File: src/rtl/mem_port_arbiter.sv
// Arbitrates one single-ported memory between the fetch port and the load/store port.
// One transaction in flight at a time; data has priority, bounded by a streak limit.
module mem_port_arbiter #(
    parameter int XLEN            = 32,
    parameter int MAX_DATA_STREAK = 4
) (
    input  logic            clk,
    input  logic            rst,
    input  logic            if_req,
    input  logic [XLEN-1:0] if_addr,
    input  logic            if_kill,
    output logic            if_gnt,
    output logic            if_rvalid,
    output logic [XLEN-1:0] if_rdata,
    input  logic            d_req,
    input  logic            d_we,
    input  logic [XLEN-1:0] d_addr,
    input  logic [XLEN-1:0] d_wdata,
    input  logic [3:0]      d_wstrb,
    output logic            d_gnt,
    output logic            d_rvalid,
    output logic [XLEN-1:0] d_rdata,
    output logic            mem_req,
    output logic            mem_we,
    output logic [XLEN-1:0] mem_addr,
    output logic [XLEN-1:0] mem_wdata,
    output logic [3:0]      mem_wstrb,
    input  logic            mem_gnt,
    input  logic            mem_rvalid,
    input  logic [XLEN-1:0] mem_rdata
);
    localparam int SW = $clog2(MAX_DATA_STREAK + 1);
    localparam logic [SW-1:0] STREAK_MAX = SW'(MAX_DATA_STREAK);

    typedef enum logic [1:0] {IDLE, REQ, RESP} state_t;

    state_t          state_q, state_d;
    logic            owner_q, owner_d;          // 1 = data port owns the transaction
    logic            we_q, we_d;
    logic [XLEN-1:0] addr_q, addr_d;
    logic [XLEN-1:0] wdata_q, wdata_d;
    logic [3:0]      wstrb_q, wstrb_d;
    logic [SW-1:0]   streak_q, streak_d;
    logic            kill_pend_q, kill_pend_d;
    logic            if_rvalid_q, if_rvalid_d;
    logic            d_rvalid_q, d_rvalid_d;
    logic [XLEN-1:0] if_rdata_q, if_rdata_d;
    logic [XLEN-1:0] d_rdata_q, d_rdata_d;
    logic            if_gnt_c, d_gnt_c;
    logic            win_d, win_if;

    // Fetch only overtakes a waiting data request once the streak limit is reached.
    assign win_d  = d_req && !(if_req && (streak_q == STREAK_MAX));
    assign win_if = if_req && !win_d;

    always_comb begin
        state_d     = state_q;
        owner_d     = owner_q;
        we_d        = we_q;
        addr_d      = addr_q;
        wdata_d     = wdata_q;
        wstrb_d     = wstrb_q;
        streak_d    = streak_q;
        kill_pend_d = kill_pend_q;
        if_rvalid_d = 1'b0;
        d_rvalid_d  = 1'b0;
        if_rdata_d  = if_rdata_q;
        d_rdata_d   = d_rdata_q;
        if_gnt_c    = 1'b0;
        d_gnt_c     = 1'b0;
        case (state_q)
            IDLE: begin
                if (win_d) begin
                    d_gnt_c  = 1'b1;
                    owner_d  = 1'b1;
                    we_d     = d_we;
                    addr_d   = d_addr;
                    wdata_d  = d_wdata;
                    wstrb_d  = d_we ? d_wstrb : 4'b0000;
                    // A grant while fetch waits implies streak < limit, so no overflow.
                    streak_d = if_req ? streak_q + SW'(1) : '0;
                    state_d  = REQ;
                end else if (win_if) begin
                    if_gnt_c    = 1'b1;
                    owner_d     = 1'b0;
                    we_d        = 1'b0;
                    addr_d      = if_addr;
                    wdata_d     = '0;
                    wstrb_d     = 4'b0000;
                    streak_d    = '0;
                    kill_pend_d = if_kill;
                    state_d     = REQ;
                end
            end
            REQ: begin
                if (!owner_q && if_kill) kill_pend_d = 1'b1;
                if (mem_gnt) state_d = RESP;
            end
            RESP: begin
                if (!owner_q && if_kill) kill_pend_d = 1'b1;
                if (mem_rvalid) begin
                    state_d     = IDLE;
                    kill_pend_d = 1'b0;
                    if (owner_q) begin
                        d_rvalid_d = 1'b1;
                        d_rdata_d  = mem_rdata;
                    end else if (!(kill_pend_q || if_kill)) begin
                        if_rvalid_d = 1'b1;
                        if_rdata_d  = mem_rdata;
                    end
                end
            end
            default: state_d = IDLE;
        endcase
    end

    always_ff @(posedge clk or posedge rst) begin
        if (rst) begin
            state_q     <= IDLE;
            owner_q     <= 1'b0;
            we_q        <= 1'b0;
            addr_q      <= '0;
            wdata_q     <= '0;
            wstrb_q     <= 4'b0000;
            streak_q    <= '0;
            kill_pend_q <= 1'b0;
            if_rvalid_q <= 1'b0;
            d_rvalid_q  <= 1'b0;
            if_rdata_q  <= '0;
            d_rdata_q   <= '0;
        end else begin
            state_q     <= state_d;
            owner_q     <= owner_d;
            we_q        <= we_d;
            addr_q      <= addr_d;
            wdata_q     <= wdata_d;
            wstrb_q     <= wstrb_d;
            streak_q    <= streak_d;
            kill_pend_q <= kill_pend_d;
            if_rvalid_q <= if_rvalid_d;
            d_rvalid_q  <= d_rvalid_d;
            if_rdata_q  <= if_rdata_d;
            d_rdata_q   <= d_rdata_d;
        end
    end

    // Grants are combinational, so hold them low while reset is asserted.
    assign if_gnt    = if_gnt_c & ~rst;
    assign d_gnt     = d_gnt_c & ~rst;
    assign if_rvalid = if_rvalid_q & ~if_kill;
    assign if_rdata  = if_rdata_q;
    assign d_rvalid  = d_rvalid_q;
    assign d_rdata   = d_rdata_q;
    assign mem_req   = (state_q == REQ);
    assign mem_we    = we_q;
    assign mem_addr  = addr_q;
    assign mem_wdata = wdata_q;
    assign mem_wstrb = wstrb_q;

endmodule
File: config.mk
export PLATFORM = sky130hd
export DESIGN_NAME = mem_port_arbiter
export DESIGN_NICKNAME = d
export VERILOG_FILES = /design/src/rtl/mem_port_arbiter.sv
export SDC_FILE = /design/constraint.sdc
export NUM_CORES = 1
export LEC_CHECK = 0
export ABC_AREA = 0
export BUFFER_PORTS_ARGS = -buffer_cell sky130_fd_sc_hd__buf_2
export CORE_MARGIN = 8
export CORE_UTILIZATION = 40
export CTS_BUF_LIST = sky130_fd_sc_hd__clkbuf_8
export DETAILED_ROUTE_END_ITERATION = 8
export PLACE_DENSITY = 0.71
export SETUP_SLACK_MARGIN = 0.4
export SYNTH_ARGS = -nofsm -noshare
export SYNTH_HDL_FRONTEND = slang
export SYNTH_SLANG_ARGS = --single-unit
File: constraint.sdc
create_clock -name clk -period 6 [get_ports clk]
set_input_delay 0.3 -clock clk [delete_from_list [all_inputs] [get_ports clk]]
set_output_delay 0.3 -clock clk [all_outputs]
set_load 0.05 [all_outputs]
; Word-level counts from Yosys, hierarchy flattened
; Index checks and enable logic that the tools add are counted.
[classes]
add_sub_neg = 1
eq_ne = 8
n_mux = 35
bitwise_logic = 7
reduce_logical = 16
[op_table]
columns = op, n
row1 = 32-bit two-way mux, 4
row2 = 1-bit two-way mux, 19
row3 = 4-bit two-way mux, 3
row4 = 3-bit two-way mux, 3
row5 = 3-bit AND reduction, 3
row6 = 2-bit two-way mux, 4
row7 = 2-bit inequality test (second input constant), 3
row8 = 2-bit case mux with 3 select lines, 1
row9 = 1-bit logical AND, 4
row10 = 1-bit inverter, 4
row11 = 4-bit AND reduction, 1
row12 = 3-bit by 1-bit adder with 3-bit output (second input constant), 1
row13 = 1-bit bitwise AND, 3
row14 = 3-bit == test (second input constant), 1
row15 = 1-bit logical NOT, 3
row16 = 3-bit inequality test (second input constant), 1
row17 = 1-bit case mux with 3 select lines, 1
row18 = 3-bit nonzero test, 1
row19 = 2-bit by 1-bit == test with 1-bit output (second input constant), 1
row20 = 2-bit == test (second input constant), 1
row21 = 2-bit logical NOT, 1
row22 = 2-bit by 1-bit inequality test with 1-bit output (second input constant), 1
row23 = 2-bit AND reduction, 1
row24 = 2-bit nonzero test, 1
row25 = 1-bit logical OR, 1
[word_totals]
reg_bits = 142

; Logic depth before layout (Yosys ltp)
[logic_depth]
word_depth = 10
mapped_depth = 8

; Worst setup path after synthesis
; OpenSTA, ideal clock, no wires.
[synth_path]
path_kind = input-to-output
startpoint = input port rst
endpoint = output port if_gnt
arrival_ns = 4.138
slack_ns = 1.562
stages = 2
n_path_buf = 0
path_cell_list = inv_1 -> and4_1
[synth_between]
elab_chain_len = 2
[synth_rtl]
columns = element, line
row1 = start: declaration, 8  ; input logic rst,
row2 = 1-bit inverter, 148  ; assign if_gnt = if_gnt_c & ~rst;
row3 = 1-bit bitwise AND, 148
row4 = end: declaration, 12  ; output logic if_gnt,
; No other way between the ends.

; Final worst setup path
[layout_path]
startpoint = register streak_q[0]
endpoint = output port if_gnt
[layout_between]
elab_chain_len = 10
[layout_rtl]
columns = element, line
row1 = start: declaration, 43  ; logic [SW-1:0] streak_q, streak_d;
row2 = start signal: assignment, 138  ; streak_q <= streak_d;
row3 = 3-bit == test *, 53  ; assign win_d = d_req && !(if_req && (streak_q == STREAK_MAX));
row4 = 1-bit logical AND *, 53
row5 = 1-bit logical NOT *, 53
row6 = 1-bit logical AND *, 53
row7 = 1-bit logical NOT, 54  ; assign win_if = if_req && !win_d;
row8 = 1-bit logical AND, 54
row9 = 1-bit two-way mux, 83  ; end else if (win_if) begin
row10 = 1-bit two-way mux *, 73  ; if (win_d) begin
row11 = 1-bit two-way mux *, 71  ; case (state_q)
row12 = 1-bit bitwise AND *, 148
; Every way passes the cells marked *; elsewhere a longest branch is shown, timed or not.

==> flow_summary_export.csv <==
group,metric,value,unit
pwr,p_sw,2.621,mW
clocking,clkTransAtPathRegs,0.07,ns
pwr,irDropWorstVdd,0.3336,mV
synthesis,syn_area,5720,µm²
detailed_routing,viasPerCell,4.855,
detailed_routing,drc,0,
synthesis,yosysSeqAreaShare,62.12,%
sta,report.final.slew_viol_count,0,
die,pin_count,278,
sta,fmax,405.5,MHz
critical_path,cp_max_fo,34,
pwr,p_comb_share,54.5,%
sta,fin_skew,0.009187,ns
finish,layout_commonest_cell,"buf_2",
pwr,seq_power_share,32.0,%
placement,gp_congestion,0.7751,
pwr,pwr-share-clk,13.5,%
clocking,htreeDepth,4,
synthesis,synth-seq-cells,142,
finish,mostFrequentLayoutCells,"buf_2, dfrtp_1, mux2_2, nand2_1, o21ai_0",
clocking,root_buffer,"clkbuf_8",
grt,grt_overflow,0,
finish,fin_nets,834,
sta,fin_tns_setup,0,ns
clocking,postCtsSetupBuffers,0,
synthesis,avgSynthCellArea,13.85,µm²
sta,period_minus_slack,2.466,ns
sta,finalSetupViolCount,0,
sta,max_slew_margin,41.22,%
sta,rsz0062_at_grt,"no",
pwr,powerDensity,666.1,nW/µm²
grt,first_global_vias,4687,
die,die-area,18380,µm²
critical_path,cp-end-kind,"output port",
synthesis,yosysTopAreaCell,"dfrtp_1",
die,placement_rows,43,
die,coreArea,13930,µm²
detailed_routing,dr.pass1.iters,7,
sta,hold_violations,0,
die,die_w,135.6,µm
placement,dpl.hpwl,11.86,mm
clocking,cts_tree,"yes",
detailed_routing,num_vias,4263,
detailed_routing,first_iter_violations,162,
sta,tightest_slew,0.8817,ns
pwr,sw_frac_of_total,52.06,%
synthesis,synth_area_leaders,"dfrtp_1, mux2_2, mux2i_1, a22o_1, o21ai_0",
synthesis,synth_top_area_share,62.12,%
grt,antenna_found_initial,2,
grt,grt_pass1_wl,24.07,mm
finish,area_delta_synth_final,32.13,%
job,maxCapViolCount,0,
critical_path,cp.required,5.70,ns
finish,utilization,54.24,%
pwr,internal_power,2.414,mW
finish,multi_input_area,1979,µm²
detailed_routing,ant_nets,0,
hold_path,hold_class,"in2reg",
critical_path,startpoint_type,"flip-flop",
synthesis,synthCells,413,
detailed_routing,wl_per_cell,17.60,µm
finish,seqCellArea,3553,µm²
grt,grt_max_degree,102,
clocking,cts-buffers-inserted,17,
detailed_routing,routed_wl,15.46,mm
pwr,power.leakage,4.033,nW
clocking,clk_latency,0.43,ns
die,start_util,41.05,%
die,die_y,135.6,µm
pwr,power,5.035,mW
grt,grt_use_total,16.62,%
critical_path,crit_arrival,2.17,ns
synthesis,ys_warn_count,0,
synthesis,yosysUniqueCellTypes,29,
finish,drive_gt1_share,53.80,%
clocking,clk_path_buf_depth,2,
status,status,"finished, final reports clean",
finish,fillers,1210,
clocking,cts_resized,0,
synthesis,synth_fp_nets,560,
critical_path,path_class,"reg2out",
sta,finalCritPeriodShare,41.10,%
placement,io_buffers,277,
clocking,cts.sinks,142,
## power by group through the flow
stage	combinational [mW]	sequential, mW	clock (mW)
detailed placement	2.78	1.62	0
global route	2.89	1.67	0.749
floorplan	0.667	3.05	0
CTS	2.78	1.61	0.707
global placement	2.73	1.61	0
finish	2.75	1.61	0.679
## flip-flops by register name (all words and copies together), names as in the netlist, 2 cells and up
signal / cells
mem_wdata: 32
streak_q: 3
d_rdata: 32
state_q: 2
mem_wstrb: 4
mem_addr: 32
if_rdata: 32
## kinds of logic (layout without fill, tap and decap cells)
logic type                 count (synthesis)  in the layout  share of synthesized area [%]
DFF                                      142            142                          62.12
muxes                                     96             96                          18.20
AOI/OAI and AO/OA                         81             81                          10.02
and+or+nand+nor                           53             53                          4.484
buffers and inverters                     33            317                          3.500
adders and majority gates                  7              7                          1.531
xor gates and xnor gates                   1              1                         0.1531
other                                      0              1                              0
## through the flow
stage / std cells / hold slack [ns] / setup WS (ns) / area, µm²
floorplan: 413 / 0.4325 / 1.562 / 5720
global placement: 847 / 0.4592 / 3.937 / 7198
detailed placement: 847 / 0.4660 / 3.861 / 7198
CTS: 877 / 0.03578 / 3.481 / 7556
global route: 878 / 0.03448 / 3.370 / 7559
finish: 878 / 0.08132 / 3.534 / 7559
## worst paths after layout
path | slack (ns) | start | cells past startpoint | endpoint
max | 3.53 | streak_q[0] | 6 | if_gnt
min | 0.08 | d_wdata[1] | 2 | mem_wdata[1]
max reg2reg | 3.88 | state_q[0] | 4 | d_rdata[19]
min reg2reg | 0.48 | mem_addr[11] | 2 | mem_addr[11]
max in group asynchronous | 4.13 | rst | 4 | mem_addr[24]
min in group asynchronous | 0.55 | rst | 3 | streak_q[2]
## critical path, cell delays in order, from the launching register on
cell	delay [ns]
dfrtp_1	0.41
inv_1	0.07
ha_1	0.17
nand3_2	0.10
nand2_4	0.44
and4_1	0.27
buf_2	0.27
## synthesized netlist by cell type
library cell and n:
mux2_2 61, clkbuf_1 5, nor3b_1 1, xnor2_1 1, ha_1 7, mux2_1 3, and3_4 1, nand2_1 40
a221oi_1 1, buf_2 13, nand3_1 1, mux2i_1 32, nand3_2 1, a32o_1 6, and4_1 1, nor2_1 3
a311oi_1 1, o21ai_2 1, and2b_1 1, a21o_1 1, a22o_1 33, inv_1 7, dfrtp_1 142, nor4_4 1
o21ai_0 37, nor2b_1 2, a21oi_1 1, nand2_4 1, buf_6 8
## timing repair
item	in CTS	in global routing
hold endpoints to repair	18	0
setup endpoints to repair	0	0
hold buffers	1	0
## routing by layer
| metal | vias up | routed length [µm] | GRT usage (%) |
|---|---|---|---|
| li1 | 2015 | - | - |
| met1 | 2061 | 5891 | 18.04 |
| met2 | 163 | 7867 | 28.09 |
| met3 | 22 | 1367 | 6.714 |
| met4 | 2 | 312 | 7.218 |
| met5 | - | 18 | 0 |
## area by class of cell
| type | count | share of cell area [%] |
|---|---|---|
| repair buffers | 281 | 18.77 |
| flip-flops and latches | 142 | 47.01 |
| inverters | 7 | 0.4138 |
| clock buffers | 20 | 3.642 |
| diodes | 1 | 0.03311 |
| multi-input cells | 238 | 26.19 |
| clock inverters | 9 | 0.9601 |
| well taps | 180 | 2.980 |
(Power assumes the default switching activity.)
